--- src/rtl/d1_dense_ctrl.sv ---
// Dense-layer sequencer: streams (input, weight) pairs into d1_mul_acc, adds bias with saturation.
// Define D1_DENSE_RELU_EN to clamp negative neuron results to zero.
module d1_dense_ctrl #(
   parameter int unsigned N_IN  = 8,
   parameter int unsigned N_OUT = 4,
   parameter int unsigned DW    = 16,
   localparam int unsigned IAW  = (N_IN > 1) ? $clog2(N_IN) : 1,
   localparam int unsigned WAW  = (N_IN * N_OUT > 1) ? $clog2(N_IN * N_OUT) : 1,
   localparam int unsigned JW   = (N_OUT > 1) ? $clog2(N_OUT) : 1
) (
   input  logic           clk,
   input  logic           rst_n,
   input  logic           start_i,
   output logic           busy_o,
   output logic           done_o,
   output logic [IAW-1:0] in_addr_o,
   input  logic [DW-1:0]  in_data_i,
   output logic [WAW-1:0] w_addr_o,
   input  logic [DW-1:0]  w_data_i,
   output logic [JW-1:0]  b_addr_o,
   input  logic [DW-1:0]  b_data_i,
   output logic [DW-1:0]  mac_input_o,
   output logic [DW-1:0]  mac_w_o,
   output logic [DW-1:0]  mac_sum_o,
   input  logic [DW-1:0]  mac_output_i,
   output logic           out_valid_o,
   input  logic           out_ready_i,
   output logic [DW-1:0]  out_data_o,
   output logic [JW-1:0]  out_idx_o
);

   typedef enum logic [2:0] {StIdle, StIssue, StDrain, StBias, StOut, StDone} state_e;

   state_e         state_q, state_d;
   logic [IAW-1:0] i_q, i_d;
   logic [JW-1:0]  j_q, j_d;
   logic [DW-1:0]  acc_q, acc_d;
   logic [DW-1:0]  out_data_q, out_data_d;
   logic [JW-1:0]  out_idx_q, out_idx_d;
   logic           drain_q, drain_d;
   logic           dv_q, cap_q;

   logic [DW:0]    bias_sum;
   logic [DW-1:0]  sat_res, bias_res;

   // Sign-extended add; overflow shows up as disagreement of the two top bits.
   assign bias_sum = {acc_q[DW-1], acc_q} + {b_data_i[DW-1], b_data_i};

   always_comb begin
      sat_res = bias_sum[DW-1:0];
      if (bias_sum[DW] != bias_sum[DW-1]) begin
         sat_res = bias_sum[DW] ? {1'b1, {(DW-1){1'b0}}} : {1'b0, {(DW-1){1'b1}}};
      end
`ifdef D1_DENSE_RELU_EN
      bias_res = sat_res[DW-1] ? '0 : sat_res;
`else
      bias_res = sat_res;
`endif
   end

   always_comb begin
      state_d    = state_q;
      i_d        = i_q;
      j_d        = j_q;
      acc_d      = acc_q;
      drain_d    = drain_q;
      out_data_d = out_data_q;
      out_idx_d  = out_idx_q;
      if (cap_q) begin
         acc_d = mac_output_i;
      end
      unique case (state_q)
         StIdle: begin
            if (start_i) begin
               state_d = StIssue;
               i_d     = '0;
               j_d     = '0;
               acc_d   = '0;
            end
         end
         StIssue: begin
            if (i_q == IAW'(N_IN - 1)) begin
               state_d = StDrain;
               drain_d = 1'b0;
            end else begin
               i_d = i_q + IAW'(1);
            end
         end
         StDrain: begin
            drain_d = 1'b1;
            if (drain_q) begin
               state_d = StBias;
            end
         end
         StBias: begin
            out_data_d = bias_res;
            out_idx_d  = j_q;
            state_d    = StOut;
         end
         StOut: begin
            if (out_ready_i) begin
               if (j_q == JW'(N_OUT - 1)) begin
                  state_d = StDone;
               end else begin
                  j_d     = j_q + JW'(1);
                  i_d     = '0;
                  acc_d   = '0;
                  state_d = StIssue;
               end
            end
         end
         StDone:  state_d = StIdle;
         default: state_d = StIdle;
      endcase
   end

   always_ff @(posedge clk or negedge rst_n) begin
      if (!rst_n) begin
         state_q    <= StIdle;
         i_q        <= '0;
         j_q        <= '0;
         acc_q      <= '0;
         drain_q    <= 1'b0;
         dv_q       <= 1'b0;
         cap_q      <= 1'b0;
         out_data_q <= '0;
         out_idx_q  <= '0;
      end else begin
         state_q    <= state_d;
         i_q        <= i_d;
         j_q        <= j_d;
         acc_q      <= acc_d;
         drain_q    <= drain_d;
         dv_q       <= (state_q == StIssue);
         cap_q      <= dv_q;
         out_data_q <= out_data_d;
         out_idx_q  <= out_idx_d;
      end
   end

   assign busy_o      = (state_q != StIdle);
   assign done_o      = (state_q == StDone);
   assign out_valid_o = (state_q == StOut);
   assign out_data_o  = out_data_q;
   assign out_idx_o   = out_idx_q;

   // Addresses hold their last value outside ISSUE; only the data-valid flag gates the MAC.
   assign in_addr_o   = i_q;
   assign w_addr_o    = WAW'(j_q) * WAW'(N_IN) + WAW'(i_q);
   assign b_addr_o    = j_q;

   assign mac_input_o = dv_q ? in_data_i : '0;
   assign mac_w_o     = dv_q ? w_data_i : '0;
   assign mac_sum_o   = acc_q;

endmodule

--- config.mk ---
export PLATFORM = sky130hd
export DESIGN_NAME = d1_dense_ctrl
export DESIGN_NICKNAME = d
export VERILOG_FILES = /design/src/rtl/d1_dense_ctrl.sv
export SDC_FILE = /design/constraint.sdc
export NUM_CORES = 1
export LEC_CHECK = 0
export ABC_AREA = 1
export CORE_MARGIN = 2
export CORE_UTILIZATION = 38
export CTS_BUF_LIST = sky130_fd_sc_hd__clkbuf_16
export CTS_CLUSTER_DIAMETER = 60
export CTS_CLUSTER_SIZE = 40
export DETAILED_ROUTE_END_ITERATION = 8
export GPL_ROUTABILITY_DRIVEN = 0
export PLACE_DENSITY = 0.84
export SETUP_SLACK_MARGIN = 0.02
export SLEW_MARGIN = 10
export SYNTH_ARGS = -nofsm -noshare
export SYNTH_HDL_FRONTEND = slang
export SYNTH_SLANG_ARGS = --single-unit
export TNS_END_PERCENT = 20
--- constraint.sdc ---
create_clock -name clk -period 2.3 [get_ports clk]
set_clock_uncertainty 0.2 [all_clocks]
set_input_delay 0.345 -clock clk [delete_from_list [all_inputs] [get_ports clk]]
set_output_delay 0.345 -clock clk [all_outputs]
set_load 0.1 [all_outputs]
==> impl_metrics.yaml, run 1 <==
drt:
  vias: 3702
  drt_first_pass_iters: 5
  viasPerCell: 4.92
  ant_nets: 0
  drtIter0Drc: 218
  wl_per_cell_um: 15.3
  drc_errors: 0
  wirelength_mm: 11.5
setup_path:
  crit_slowest_cell: "clkdlybuf4s50_1"
  worstPathCellList: "clkdlybuf4s50_1 > ha_4 > nand2_2 > buf_4 > nor3_2 > nand2_2 > nand3_1 > nand2_2 > o21ai_0 > nand3_2 > nand2_1"
  cp_max_fo: 3
  required_ps: 2330
  worst_path_largest_cell_delay_ps: 450
  path_common_cell: "nand2_2"
  cp-start-kind: "input port"
  criticalPathCategory: "in -> reg"
  worstSetupEndpointType: "flip-flop"
  arrival_ps: 2340
place:
  numPortBuffers: 146
  dp_hpwl_mm: 7.72
  placed_area_sq_um: 5310
  dp_worst_setup_slack_ps: -377
grt:
  track_usage_pct: 22.8
  grt_pass1_vias: 3624
  grt_overflow_total: 0
  antenna_found_initial: 0
  grt_pass1_wl_mm: 16.3
  grt_max_degree: 46
clock_tree:
  clockBufferDepth: 2
  cts_sinks: 45
  cts_root_buf: "clkbuf_16"
  h-tree-depth: 2
  clkTransAtPathRegs_ps: 60
  clk_latency_ps: 290
  numCtsBuffers: 5
  cts_tree: "yes"
sta:
  fin_ws_ps: -6.07
  finalSetupTns_ps: -6.07
  setup_viol: 1
  hold_violations: 0
  relSlewSlack_pct: 51.2
  post-route-period-util_pct: 100
  period_needed_ps: 2310
  slew_violations: 0
  whs_ps: 289
  worstMarginPinSlew_ps: 730
  rsz0062_at_grt: "yes"
  fmaxAchievable_mhz: 434
die:
  dieWidth_um: 95.1
  die_h_um: 95.1
  die-area_sq_um: 9050
  ios: 147
  rows: 33
  initial_core_util_pct: 38.8
  coreArea_sq_um: 8130
synthesis:
  ys_seq_elements: 45
  yosysMostFrequentCell: "nand2_1"
  synth_edf_count: 0
  yosys.area.top_type: "dfrtp_1"
  netlist_top_cells_area: "dfrtp_1 36%, nand2_1 18%, inv_1 9.0%"
  synth_area_sq_um: 3150
  synth-main-ff-cell: "dfrtp_1"
  synth_top_area_share_pct: 35.7
  yosysWarnings: 0
  synthCells: 451
  synth_common_cells: "155 x nand2_1, 76 x inv_1, 45 x dfrtp_1, 33 x a21oi_1, 32 x nor2_1"
  ys_seq_area_share_pct: 35.7
  synth_fp_nets: 539
  async_flop_share_pct: 100
  synth_cell_type_count: 31
  postSynthAreaPerCell_sq_um: 6.99
cells_and_area:
  final_area_sq_um: 5900
  nets: 734
  antenna_cells: 0
  fill_cells: 559
  drive_above_1_share_pct: 37.7
  syn2layout_area_growth_pct: 87.1
status:
  violations: "negative setup slack"
  outcome: "complete, but fails checks"
worst_hold_path:
  hold_path.class: "reg -> reg"
run:
  drv_cap: 0
## logic make-up (layout without fill, tap and decap cells)
| group | after synthesis | after routing | synth area share [%] |
|---|---|---|---|
| compound gates | 60 | 60 | 11.7 |
| xor+xnor | 9 | 9 | 2.50 |
| fa+ha+maj | 20 | 20 | 8.17 |
| buf+inv | 91 | 286 | 11.9 |
| flops | 45 | 45 | 35.7 |
| simple gates | 226 | 227 | 30.0 |
## state kept, by name, summed over array words and instances (netlist names)
register,cells
mac_sum_o,16
cap_q,1
b_addr_o,2
state_q,3
in_addr_o,3
out_idx_o,2
dv_q,1
out_data_o,16
drain_q,1
## routing by layer
layer | wire [um] | global-route usage (%)
met1 | 4290 | 25.8
met2 | 6080 | 42.4
met3 | 718 | 4.58
met4 | 421 | 7.73
met5 | 0 | 0
## final cells by class
| cell class | count | area, sq um | area share [%] |
|---|---|---|---|
| inverter | 76 | 285 | 4.83 |
| timing repair buffer | 202 | 2150 | 36.4 |
| clock inverter | 3 | 38.8 | 0.657 |
| tap | 105 | 131 | 2.23 |
| clock buffer | 5 | 125 | 2.12 |
| multi-input combinational | 316 | 2010 | 34.0 |
| sequential | 45 | 1170 | 19.8 |
## cells in the final DEF (no fill, tap or decap), types with 2 or more instances in the layout
cell type	n
nand2_1	139
buf_4	96
inv_1	72
clkdlybuf4s50_1	55
buf_12	36
dfrtp_1	29
nor2_1	27
a21oi_1	25
nand2_2	20
a21oi_2	18
ha_4	14
nand3_1	11
o21ai_0	10
nand2_4	8
dfrtp_4	8
dfrtp_2	8
xor2_1	7
nand3_2	6
dlymetal6s2s_1	6
inv_2	5
nor2_2	5
ha_1	5
clkbuf_16	5
dlygate4sd2_1	5
nor3_4	2
nor3_2	2
a21oi_4	2
nand4_1	2
o21bai_1	2
xnor2_1	2
o2111ai_1	2
buf_6	2
## worst paths after layout
kind,cells after the start,from,slack (ps),end
max,11,b_data_i[13],-6,out_data_o[2]$_DFFE_PN0P_
min in group asynchronous,3,rst_n,360,b_addr_o[1]$_DFFE_PN0P_
max reg2reg,12,mac_sum_o[10]$_DFF_PN0_,0,out_data_o[2]$_DFFE_PN0P_
min reg2reg,2,out_idx_o[1]$_DFFE_PN0P_,290,out_idx_o[1]$_DFFE_PN0P_
max in group asynchronous,3,rst_n,1310,mac_sum_o[9]$_DFF_PN0_
min,2,out_idx_o[1]$_DFFE_PN0P_,290,out_idx_o[1]$_DFFE_PN0P_
## critical path: cells and delay by family
family / cells / cell delay (ps)
AND/OR/NAND/NOR: 7 / 810
buffers and inverters: 2 / 590
adder cells (fa/ha/maj): 1 / 300
AO/OA/AOI/OAI: 1 / 290
## stage by stage
stage,cells,util (%)
detailed placement,733,65.3
finish,752,72.5
floorplan,451,-
global route,752,72.5
CTS,747,69.7
global placement,733,65.3
## repair_timing
item | 4_1_cts | 5_1_grt
gates cloned | 1 | 0
endpoints found under the hold margin | 45 | 0
resized for setup | 32 | 42
setup buffers | 4 | 5
hold buffers | 1 | 0
pin swaps | 9 | 17
endpoints found under the setup margin | 17 | 15
Power of run 1 is not shown: default switching activity piles up to over one toggle a cycle in this logic, so the estimate is an artifact.
==> run 2, diff against run 1 <==
- GPL_TIMING_DRIVEN: default -> 0
==> run 2 against run 1 <==
- the flow still finishes with violations (negative setup slack)
- global-route usage fell by 2.6 points
- core utilization fell by 9.3 points
- cell count fell by 4.4%
- critical path depth did not move
- setup slack got worse by 95 ps
- critical path type unchanged
- largest cell class is now multi-input gates
==> impl_metrics.yaml, run 2 (synthesis results as in run 1) <==
status:
  outcome: "complete, but fails checks"
  violations: "negative setup slack"
grt:
  track_usage_pct: 20.3
  grt_pass1_wl_mm: 14.8
  grt_pass1_vias: 3413
  grt_overflow_total: 0
  grt_max_degree: 30
  antenna_found_initial: 1
cells_and_area:
  mostFrequentLayoutCell: "nand2_1"
  nets: 700
  final_area_sq_um: 5150
  fill_cells: 702
  drive_above_1_share_pct: 23.3
  layout.cells.most_common_list: "146 x nand2_1, 76 x inv_1, 55 x clkdlybuf4s50_1"
  syn2layout_area_growth_pct: 63.2
  final_util_pct: 63.3
sta:
  slew_violations: 0
  fin_ws_ps: -101
  setup_viol: 14
  hold_violations: 0
  fmaxAchievable_mhz: 417
  period_needed_ps: 2400
  post-route-period-util_pct: 104
  relSlewSlack_pct: 34.5
  worstMarginPinSlew_ps: 987
  rsz0062_at_grt: "yes"
clock_tree:
  cts_tree: "yes"
  cts_sinks: 45
  clk_latency_ps: 280
  numCtsBuffers: 5
  clkTransAtPathRegs_ps: 60
  h-tree-depth: 2
  clockBufferDepth: 2
  cts_root_buf: "clkbuf_16"
run:
  drv_cap: 0
place:
  placed_area_sq_um: 4820
  dp_hpwl_mm: 7.45
  numPortBuffers: 146
worst_hold_path:
  hold_path.class: "reg -> reg"
drt:
  wl_per_cell_um: 13.9
  viasPerCell: 4.83
  drtIter0Drc: 218
  drc_errors: 0
  ant_nets: 0
  drt_first_pass_iters: 5
  wirelength_mm: 10.0
  vias: 3475
die:
  ios: 147
  die-area_sq_um: 9050
  die_h_um: 95.1
  dieWidth_um: 95.1
  rows: 33
  coreArea_sq_um: 8130
  initial_core_util_pct: 38.8
setup_path:
  critPathCapture: "out_data_o[9]$_DFFE_PN0P_"
  cp-start-kind: "input port"
  cp_max_fo: 5
  arrival_ps: 2370
  worstSetupEndpointType: "flip-flop"
  ff2ff_setup_slack_ps: -50
  r2r-end: "out_data_o[9]$_DFFE_PN0P_"
  startpoint: "b_data_i[12]"
  r2r-start: "mac_sum_o[9]$_DFF_PN0_"
  criticalPathCategory: "in -> reg"
  r2r_cells: 12
  required_ps: 2270
## run 2: changes by cell type in the layout (fill, tap and decap cells not counted), moves of 5 or more
| cell | delta |
|---|---|
| buf_4 | -83 |
| dlygate4sd2_1 | +36 |
| buf_2 | +5 |
| nand2_1 | +7 |
| buf_12 | -35 |
| clkbuf_4 | +26 |
| clkbuf_1 | +7 |
| nand2_4 | -6 |
## run 2: worst min path at each step
stage                             startpoint  depth (start not counted)                  endpoint
floorplan                              rst_n                          0   b_addr_o[0]$_DFFE_PN0P_
CTS                      drain_q$_DFFE_PN0P_                          2       drain_q$_DFFE_PN0P_
finish              out_idx_o[1]$_DFFE_PN0P_                          2  out_idx_o[1]$_DFFE_PN0P_
detailed placement                     rst_n                          1       drain_q$_DFFE_PN0P_
global route        out_idx_o[0]$_DFFE_PN0P_                          2  out_idx_o[0]$_DFFE_PN0P_
global placement         drain_q$_DFFE_PN0P_                          2       drain_q$_DFFE_PN0P_
## run 2: metrics by stage
stage	TNS, ps	hold slack [ps]	setup slack (ps)	std cells
floorplan	-2180	-151	-110	451
global placement	-38130	264	-710	702
detailed placement	-17110	97.2	-489	703
CTS	-843	285	-84.2	712
global route	-1950	317	-154	719
finish	-1040	281	-101	719
## run 2: metal layers
layer  vias up  GRT usage (%)  part of all wire, %
li1       1706              -                    -
met1      1581           23.5                   38
met2       170           38.1                   53
met3        18           4.03                  6.9
met4         0           4.83                  2.0
met5         -              0                    0
## run 2: area by class of cell
class	instances	area [sq um]	share of cell area, %
clock buffers	5	125	2.43
well taps	105	131	2.55
clock inverters	3	15.0	0.292
multi-input cells	315	1890	36.8
diodes	1	2.50	0.0486
repair buffers	154	1430	27.8
flip-flops and latches	45	1170	22.7
plain buffers	15	98.8	1.92
inverters	76	285	5.54
## run 2: repair_timing
action	4_1_cts	5_1_grt
pin swaps	4	9
cloned	0	1
setup buffers	0	5
setup endpoints to repair	94	42
resized for setup	225	62
hold buffers	1	0
endpoints found under the hold margin	16	0
## run 2: worst max-delay path: stages
cell	delay, ps
clkdlybuf4s50_1	410
ha_1	400
nand2_1	150
nor2_1	180
a21oi_2	100
buf_4	140
nand3_1	70
nand2_1	90
a21oi_4	230
clkbuf_16	200
a21oi_2	50
Power of run 2 is left out for the same reason.
==> run 3, diff against run 2 <==
- CORE_UTILIZATION: 38 -> 42
- PLACE_DENSITY: 0.84 -> 0.88
- clock period: 2.3 -> 2.25 ns (I/O delays scaled with it)
==> run 3 against run 2 <==
- the run ends with design-rule violations, negative setup slack left
- global-route usage grew 3.2 points
- cell area is 1.1% higher
- critical path depth up 3
- flip-flop and latch count is the same
- hold slack got worse by 7.8 ps
- register-to-register slack got worse by 50 ps
- critical path type unchanged
- critical endpoint is now out_data_o[3]$_DFFE_PN0P_
- largest cell class unchanged
- highest routed layer unchanged
==> impl_metrics.yaml, run 3 (synthesis results as in run 1) <==
cells_and_area:
  fill_cells: 553
  final_area_sq_um: 5200
  syn2layout_area_growth_pct: 65.0
  drive_above_1_share_pct: 24.3
  antenna_cells: 0
  layout.cells.most_common_list: "145 x nand2_1, 75 x inv_1, 59 x clkdlybuf4s50_1"
  multiInputGateArea_sq_um: 1950
  nets: 701
  regArea_sq_um: 1170
  mostFrequentLayoutCell: "nand2_1"
grt:
  track_usage_pct: 23.4
  grt_overflow_total: 0
  grt_pass1_vias: 3465
  grt_max_degree: 26
  grt_pass1_wl_mm: 15.9
  antenna_found_initial: 0
clock_tree:
  cts_sinks: 45
  cts_root_buf: "clkbuf_16"
  clk_latency_ps: 280
  clockBufferDepth: 2
  h-tree-depth: 2
  clkTransAtPathRegs_ps: 60
  cts_tree: "yes"
  numCtsBuffers: 5
drt:
  vias: 3614
  wl_per_cell_um: 14.8
  drtIter0Drc: 286
  drc_errors: 1
  ant_nets: 0
  drt_first_pass_iters: 7
  wirelength_mm: 10.6
  viasPerCell: 5.07
sta:
  setup_viol: 15
  hold_violations: 0
  fin_ws_ps: -120
  period_needed_ps: 2370
  post-route-period-util_pct: 105
  rsz0062_at_grt: "yes"
  fmaxAchievable_mhz: 422
  worstMarginPinSlew_ps: 1000
  slew_violations: 0
  relSlewSlack_pct: 33.5
worst_hold_path:
  hold_end: "drain_q$_DFFE_PN0P_"
  worstHoldPathCells: 2
  holdCritStartpoint: "drain_q$_DFFE_PN0P_"
  hold_path.class: "reg -> reg"
die:
  dieWidth_um: 90.7
  ios: 147
  initial_core_util_pct: 43.5
  die-area_sq_um: 8220
  die_h_um: 90.7
  coreArea_sq_um: 7250
  rows: 31
place:
  placed_area_sq_um: 4820
  dp_hpwl_mm: 7.68
  numPortBuffers: 146
setup_path:
  cp-start-kind: "input port"
  required_ps: 2260
  r2r_cells: 12
  path_common_cell: "nand2_1"
  r2r-start: "mac_sum_o[5]$_DFF_PN0_"
  crit_slowest_cell: "clkdlybuf4s50_1"
  worstPathCellList: "clkdlybuf4s50_1 > ha_4 > nand2_1 > nand2_1 > nand2_1 > nand2_1 > a21oi_2 > nand2_1 > nand2_1 > nand2_2 > nand2_4 > buf_8 > nand2_1 > a21oi_2"
  cpLargestDelayFamily: "simple AND/OR/NAND/NOR gates"
  arrival_ps: 2380
  criticalPathCategory: "in -> reg"
  ff2ff_setup_slack_ps: -100
  startpoint: "b_data_i[8]"
  crit_buf_inv: 2
  r2r-end: "out_data_o[7]$_DFFE_PN0P_"
  crit_cells: 14
  worst_path_largest_cell_delay_ps: 520
  worstSetupEndpointType: "flip-flop"
  cp_max_fo: 5
run:
  drv_cap: 0
status:
  violations: "design-rule violations, negative setup slack"
  outcome: "complete, but fails checks"
run 3: worst max path at each step:
stage / end
final: out_data_o[3]$_DFFE_PN0P_
after global routing: out_data_o[3]$_DFFE_PN0P_
after CTS: out_data_o[11]$_DFFE_PN0P_
after detailed placement: out_data_o[3]$_DFFE_PN0P_
after global placement: mac_sum_o[10]$_DFF_PN0_
after floorplan: out_data_o[11]$_DFFE_PN0P_
run 3: cell type report:
cell class                      instances  area share [%]
Multi-Input combinational cell        315            37.4
Tap cell                               99            2.38
Sequential cell                        45            22.4
Timing Repair Buffer                  155            27.2
Buffer                                 15            1.92
Inverter                               76            5.48
Clock buffer                            5            2.40
Clock inverter                          3           0.817
run 3: repair_timing:
action | in CTS | in global routing
gates cloned | 0 | 1
hold buffers | 1 | 0
resized for setup | 222 | 66
setup endpoints to repair | 94 | 56
setup buffers | 0 | 6
hold endpoints to repair | 20 | 0
pin swaps | 2 | 11
run 3: per-layer routing:
metal  part of all wire, %  GRT usage [%]  wire length, um  vias to the layer above
met5                     0              0                0                        -
met4                   4.3           7.18              459                        0
met3                   7.5           4.67              793                       45
met2                    51           43.2             5340                      219
met1                    38           27.2             3970                     1637
li1                      -              -                -                     1713
run 3: worst reg2reg max path, delay by kind of cell, from the launching register on:
kind,cells,cell delay [ps]
AOI/OAI and AO/OA,3,490
adders and majority gates,1,260
buffers and inverters,1,170
DFF,1,500
and+or+nand+nor,7,600
run 3: metrics by stage:
step | setup TNS [ps] | std cells | utilization [%] | worst slack (ps) | hold slack (ps)
CTS | -1730 | 706 | 67.1 | -137 | 275
global placement | -43590 | 696 | 66.2 | -793 | 262
global route | -2490 | 713 | 71.8 | -178 | 316
floorplan | -3650 | 451 | - | -160 | -158
finish | -1480 | 713 | 71.8 | -120 | 273
detailed placement | -18630 | 697 | 66.4 | -515 | 120
Power of run 3 is left out for the same reason.
